<file path="src/rtl/reset_sequencer.sv">
// Combines PLL lock, a debounced button and a software request into a qualified reset condition.
// It releases NUM_RESETS resets in order after a hold period, and counts lock losses in STAGE/RUN.
module reset_sequencer #(
  parameter int NUM_RESETS      = 2,
  parameter int HOLD_CYCLES     = 4194303,
  parameter int STAGE_DELAY     = 16,
  parameter int SYNC_STAGES     = 2,
  parameter int DEBOUNCE_CYCLES = 65536
) (
  input  logic                  clock,
  input  logic                  reset,
  input  logic                  lock,
  input  logic                  button_n,
  input  logic                  sw_req,
  output logic [NUM_RESETS-1:0] reset_out,
  output logic                  ready,
  output logic [1:0]            state,
  output logic [7:0]            lock_loss_count
);

  typedef enum logic [1:0] {
    ST_HOLD  = 2'd0,
    ST_STAGE = 2'd1,
    ST_RUN   = 2'd2
  } state_e;

  localparam int HOLD_W  = (HOLD_CYCLES > 1) ? $clog2(HOLD_CYCLES) : 1;
  localparam int STAGE_W = (STAGE_DELAY > 1) ? $clog2(STAGE_DELAY) : 1;
  localparam int DB_W    = (DEBOUNCE_CYCLES > 1) ? $clog2(DEBOUNCE_CYCLES) : 1;

  localparam logic [HOLD_W-1:0]     HOLD_LOAD  = HOLD_W'(HOLD_CYCLES - 1);
  localparam logic [STAGE_W-1:0]    STAGE_LOAD = STAGE_W'(STAGE_DELAY - 1);
  localparam logic [DB_W-1:0]       DB_LAST    = DB_W'(DEBOUNCE_CYCLES - 1);
  localparam logic [NUM_RESETS-1:0] ALL_ON     = '1;

  logic [SYNC_STAGES-1:0] lock_sync_q;
  logic [SYNC_STAGES-1:0] btn_sync_q;
  logic                   lock_s;
  logic                   btn_s;

  logic                   db_level_q, db_level_d;
  logic [DB_W-1:0]        db_cnt_q, db_cnt_d;

  state_e                 state_q, state_d;
  logic [HOLD_W-1:0]      hold_cnt_q, hold_cnt_d;
  logic [STAGE_W-1:0]     stage_cnt_q, stage_cnt_d;
  logic [NUM_RESETS-1:0]  rst_q, rst_d;
  logic                   ready_q, ready_d;
  logic [7:0]             llc_q, llc_d;

  logic                   pressed;
  logic                   qualified;
  logic                   abort;

  assign lock_s    = lock_sync_q[SYNC_STAGES-1];
  assign btn_s     = btn_sync_q[SYNC_STAGES-1];
  assign pressed   = ~db_level_q;
  assign qualified = lock_s & ~pressed;
  assign abort     = ~lock_s | pressed | sw_req;

  always_ff @(posedge clock) begin
    if (reset) begin
      lock_sync_q <= '0;
      btn_sync_q  <= '0;
    end else begin
      lock_sync_q <= {lock_sync_q[SYNC_STAGES-2:0], lock};
      btn_sync_q  <= {btn_sync_q[SYNC_STAGES-2:0], button_n};
    end
  end

  // Counter runs only while the synchronised level disagrees with the accepted one.
  always_comb begin
    db_level_d = db_level_q;
    db_cnt_d   = '0;
    if (btn_s != db_level_q) begin
      if (db_cnt_q == DB_LAST) begin
        db_level_d = btn_s;
      end else begin
        db_cnt_d = db_cnt_q + DB_W'(1);
      end
    end
  end

  always_comb begin
    state_d     = state_q;
    hold_cnt_d  = hold_cnt_q;
    stage_cnt_d = stage_cnt_q;
    rst_d       = rst_q;
    ready_d     = ready_q;
    llc_d       = llc_q;
    case (state_q)
      ST_HOLD: begin
        rst_d   = ALL_ON;
        ready_d = 1'b0;
        if (qualified && !sw_req) begin
          if (hold_cnt_q == '0) begin
            rst_d       = ALL_ON << 1;
            hold_cnt_d  = HOLD_LOAD;
            stage_cnt_d = STAGE_LOAD;
            if (rst_d == '0) begin
              state_d = ST_RUN;
              ready_d = 1'b1;
            end else begin
              state_d = ST_STAGE;
            end
          end else begin
            hold_cnt_d = hold_cnt_q - HOLD_W'(1);
          end
        end else begin
          hold_cnt_d = HOLD_LOAD;
        end
      end
      ST_STAGE, ST_RUN: begin
        // Abort is checked first so it beats a channel release on the same edge.
        if (abort) begin
          state_d    = ST_HOLD;
          rst_d      = ALL_ON;
          ready_d    = 1'b0;
          hold_cnt_d = HOLD_LOAD;
          if (!lock_s && llc_q != 8'hFF) begin
            llc_d = llc_q + 8'd1;
          end
        end else if (state_q == ST_STAGE) begin
          if (stage_cnt_q == '0) begin
            rst_d       = rst_q << 1;
            stage_cnt_d = STAGE_LOAD;
            if (rst_d == '0) begin
              state_d = ST_RUN;
              ready_d = 1'b1;
            end
          end else begin
            stage_cnt_d = stage_cnt_q - STAGE_W'(1);
          end
        end
      end
      default: begin
        state_d    = ST_HOLD;
        rst_d      = ALL_ON;
        ready_d    = 1'b0;
        hold_cnt_d = HOLD_LOAD;
      end
    endcase
  end

  always_ff @(posedge clock) begin
    if (reset) begin
      db_level_q  <= 1'b1;
      db_cnt_q    <= '0;
      state_q     <= ST_HOLD;
      hold_cnt_q  <= HOLD_LOAD;
      stage_cnt_q <= STAGE_LOAD;
      rst_q       <= ALL_ON;
      ready_q     <= 1'b0;
      llc_q       <= 8'd0;
    end else begin
      db_level_q  <= db_level_d;
      db_cnt_q    <= db_cnt_d;
      state_q     <= state_d;
      hold_cnt_q  <= hold_cnt_d;
      stage_cnt_q <= stage_cnt_d;
      rst_q       <= rst_d;
      ready_q     <= ready_d;
      llc_q       <= llc_d;
    end
  end

  assign reset_out       = rst_q;
  assign ready           = ready_q;
  assign state           = state_q;
  assign lock_loss_count = llc_q;

endmodule

</file>
<file path="config.mk">
export PLATFORM = sky130hd
export DESIGN_NAME = reset_sequencer
export DESIGN_NICKNAME = d
export VERILOG_FILES = /design/src/rtl/reset_sequencer.sv
export SDC_FILE = /design/constraint.sdc
export NUM_CORES = 1
export LEC_CHECK = 0
export BUFFER_PORTS_ARGS = -buffer_cell sky130_fd_sc_hd__buf_2
export CAP_MARGIN = 20
export CORE_MARGIN = 2
export CORE_UTILIZATION = 59
export DETAILED_ROUTE_END_ITERATION = 8
export PLACE_DENSITY = 0.78
export SLEW_MARGIN = 20
export SYNTH_ARGS = -nofsm -noshare
export SYNTH_HDL_FRONTEND = slang
export SYNTH_SLANG_ARGS = --single-unit
</file>
<file path="constraint.sdc">
create_clock -name clock -period 2.4 [get_ports clock]
set_clock_uncertainty 0.05 [all_clocks]
set_input_delay 0.48 -clock clock [delete_from_list [all_inputs] [get_ports clock]]
set_output_delay 0.48 -clock clock [all_outputs]
set_load 0.05 [all_outputs]
</file>
==> metrics.log <==
[metrics] vias after detailed routing: 2153
[metrics] P_int: 1.70 mW
[metrics] area enclosed by the die boundary: 5210 µm²
[metrics] global-route wire length before repair: 8.69 mm
[metrics] residual overflow from global routing: 0
[metrics] MaxCap Viol Count: 0
[metrics] Site Rows: 24
[metrics] number of search-and-repair iterations in the first detailed-routing pass: 5
[metrics] number of nets still failing antenna checks after routing: 0
[metrics] net switching power figure: 0.430 mW
[metrics] DR vias/cell: 5.46
[metrics] distinct cell type count of the synthesized netlist: 49
[metrics] proportion of total power due to net switching: 20.2%
[metrics] Syn-to-layout area delta: 14.7%
[metrics] clock sink count: 60
[metrics] hold buffer count at CTS: 0
[metrics] minimum clock period after layout: 2.26 ns
[metrics] number of DRC violations after detailed-routing iteration 0: 58
[metrics] Leakage Power: 1.14 nW
[metrics] Worst slew margin: 47.0%
[metrics] final setup slack of the worst path: 0.138 ns
[metrics] share of synthesized registers carrying an async set or reset: 0%
[metrics] highest clock rate: 442 MHz
[metrics] total negative slack: 0 ns
[metrics] measured slew at the worst slew-check pin: 0.793 ns
[metrics] Syn Nets: 322
[metrics] initial standard-cell utilization of the core: 62.1%
[metrics] post-synthesis sequential element count: 60
[metrics] Period Utilization, post-route: 94.2%
[metrics] required time worst endpoint: 2.58 ns
[metrics] Port-buffer cells: 17
[metrics] area of the mapped netlist: 2740 µm²
[metrics] final HPWL from detailed placement: 3.42 mm
[metrics] setup repair bufs after CTS: 0
[metrics] number of clock buffers inserted by TritonCTS: 9
[metrics] diodes inserted: 0
[metrics] floorplan core area: 4410 µm²
[metrics] final number of setup-violating endpoints: 0
[metrics] Post-synth EDFFs: 0
[metrics] post-placement setup slack: 0.190 ns
[metrics] number of instances resized during post-cts repair: 0
[metrics] clock latency of the later-clocked register in the worst-skew pair: 0.34 ns
[metrics] Top FF cell, synth: sky130_fd_sc_hd__dfxtp_1
[metrics] data arrival at the endpoint of the critical path: 2.45 ns
[metrics] critical path launch point type: flip-flop
[metrics] share of post-route cells with drive strength above 1: 15.5%
[metrics] global placer's final weighted congestion: 0.836
[metrics] post-synthesis sequential area ratio: 43.8%
[metrics] IR drop worst, VDD: 0.000523 V
[metrics] unrepaired setup endpoints after global routing: no
[metrics] most common cell after layout, fill and taps aside: sky130_fd_sc_hd__dfxtp_1
[metrics] Placed Area: 2910 µm²
[metrics] type of element capturing the critical path: flip-flop
[metrics] Post-route DRC: 0
[metrics] Max Slew Vio Count: 0
[metrics] result of the run: finished, final reports clean
[metrics] count of yosys warnings during synthesis: 0
[metrics] hold slack: 0.301 ns
[metrics] final routed wirelength across all metal layers: 5.00 mm
[metrics] Logic pwr share: 1.8%
[metrics] largest net degree at the start of global routing: 20
[metrics] average cell area after synthesis: 8.85 µm²
[metrics] number of buffers on the longest clock path: 2
[metrics] CTS tree: built
[metrics] floorplan die width: 72.2 µm
[metrics] highest-count cells in the layout ignoring fill and taps: sky130_fd_sc_hd__dfxtp_1, sky130_fd_sc_hd__nor2_1, sky130_fd_sc_hd__nand2_1, sky130_fd_sc_hd__xnor2_1, sky130_fd_sc_hd__buf_2
[metrics] Worst Setup Path Type: reg2reg
[metrics] power density over the cells: 678 nW/µm²
[metrics] deepest level of the CTS H-tree: 3
[metrics] number of global-route vias before repair: 2030
[metrics] WL/cell: 12.7 µm
[metrics] final layout net count: 349
[metrics] power share of the sequential group: 47.3%
[metrics] part of the total power dissipated in the clock network: 50.9%
[metrics] count of boundary I/O pins: 18
[metrics] post-synthesis cell count: 310
[metrics] initial antenna violation count: 0
[metrics] clock root buffer: sky130_fd_sc_hd__clkbuf_8
[metrics] count of final hold-check violations: 0
[metrics] maximum fanout count along the critical path: 13
[metrics] CTS clk-pin slew, worst paths: 0.07 ns
[metrics] all-layer global routing usage: 21.5%
[metrics] PnR Total Power: 2.13 mW
[metrics] die span in y: 72.2 µm
[metrics] HP Class: in2reg
[metrics] design area: 3150 µm²
## worst max-delay path, stage by stage, from the launching register on
cell and delay (ns):
sky130_fd_sc_hd__dfxtp_1 0.33, sky130_fd_sc_hd__inv_1 0.07, sky130_fd_sc_hd__ha_1 0.23, sky130_fd_sc_hd__nor3b_1 0.16
sky130_fd_sc_hd__nand2_2 0.14, sky130_fd_sc_hd__o21ai_4 0.10, sky130_fd_sc_hd__a211oi_2 0.72, sky130_fd_sc_hd__buf_4 0.29
sky130_fd_sc_hd__nand2_1 0.08
## power groups by stage
stage                     registers, mW  clock network (mW)  logic (mW)
after global routing               1.01                1.15      0.0433
final                              1.01                1.09      0.0378
after global placement             1.03                   0      0.0373
after detailed placement           1.03                   0      0.0377
after CTS                          1.01                1.11      0.0382
after floorplan                    1.03                   0      0.0275
## Yosys cell counts (2+ instances only)
master	instances	area share, %
sky130_fd_sc_hd__dfxtp_1	60	44
sky130_fd_sc_hd__nor2_1	47	6.4
sky130_fd_sc_hd__nand2_1	38	5.2
sky130_fd_sc_hd__xnor2_1	26	8.3
sky130_fd_sc_hd__xor2_1	14	4.5
sky130_fd_sc_hd__nand3_1	13	2.4
sky130_fd_sc_hd__nor3_1	12	2.2
sky130_fd_sc_hd__inv_1	11	1.5
sky130_fd_sc_hd__a21oi_1	8	1.5
sky130_fd_sc_hd__ha_1	7	3.2
sky130_fd_sc_hd__nor2b_1	7	1.6
sky130_fd_sc_hd__buf_2	6	1.1
sky130_fd_sc_hd__nand4_1	6	1.4
sky130_fd_sc_hd__and4_1	5	1.6
sky130_fd_sc_hd__o21ai_0	5	0.91
sky130_fd_sc_hd__nor4_1	4	0.91
sky130_fd_sc_hd__or3_1	3	0.68
sky130_fd_sc_hd__a2bb2oi_1	2	0.64
sky130_fd_sc_hd__and2_1	2	0.46
sky130_fd_sc_hd__and3_1	2	0.46
sky130_fd_sc_hd__mux2i_1	2	0.73
sky130_fd_sc_hd__nand2b_1	2	0.46
sky130_fd_sc_hd__nor3b_1	2	0.55
## routing by layer
layer	up-vias	wire, µm	track usage, %
met5	-	0	0
met4	0	89	8.39
met3	11	256	8.61
met2	44	2320	33.7
met1	990	2340	26.4
li1	1108	-	-
## cell families (layout without fill, tap and decap cells)
family                     Yosys count  count (layout)  synth area share (%)
buffers and inverters               19              51                  2.87
adders and majority gates            7               7                  3.19
AOI/OAI and AO/OA                   27              27                  7.66
xor gates and xnor gates            40              40                  12.8
muxes                                2               2                 0.730
DFF                                 60              60                  43.8
and+or+nand+nor                    155             155                  29.0
## registers in the layout, indices dropped and copies added (netlist names)
signal / flops
db_level_q: 1
db_cnt_q: 16
hold_cnt_q: 22
stage_cnt_q: 4
ready: 1
reset_out: 2
btn_sync_q: 2
lock_loss_count: 8
state: 2
lock_sync_q: 2
## path summary, 6_finish.rpt
path,cells after the start,end,start,slack (ns)
max reg2reg,8,hold_cnt_q[13],hold_cnt_q[0],0.14
min reg2reg,1,btn_sync_q[1],btn_sync_q[0],0.39
max,8,hold_cnt_q[13],hold_cnt_q[0],0.14
min,2,lock_sync_q[0],lock,0.30
## final cells by class
| cell class | instances | area (µm²) |
|---|---|---|
| multi-input combinational | 231 | 1460 |
| fill | 336 | 1270 |
| sequential | 60 | 1200 |
| timing repair buffer | 24 | 138 |
| clock buffer | 9 | 124 |
| clock inverter | 7 | 115 |
| tap | 52 | 65.1 |
| inverter | 11 | 41.3 |
## stage by stage
step | instances | utilization, %
after detailed placement | 378 | 65.9
after CTS | 394 | 71.3
after global placement | 378 | 65.9
final | 394 | 71.3
after global routing | 394 | 71.3
after floorplan | 310 | -
(Power assumes the default switching activity.)
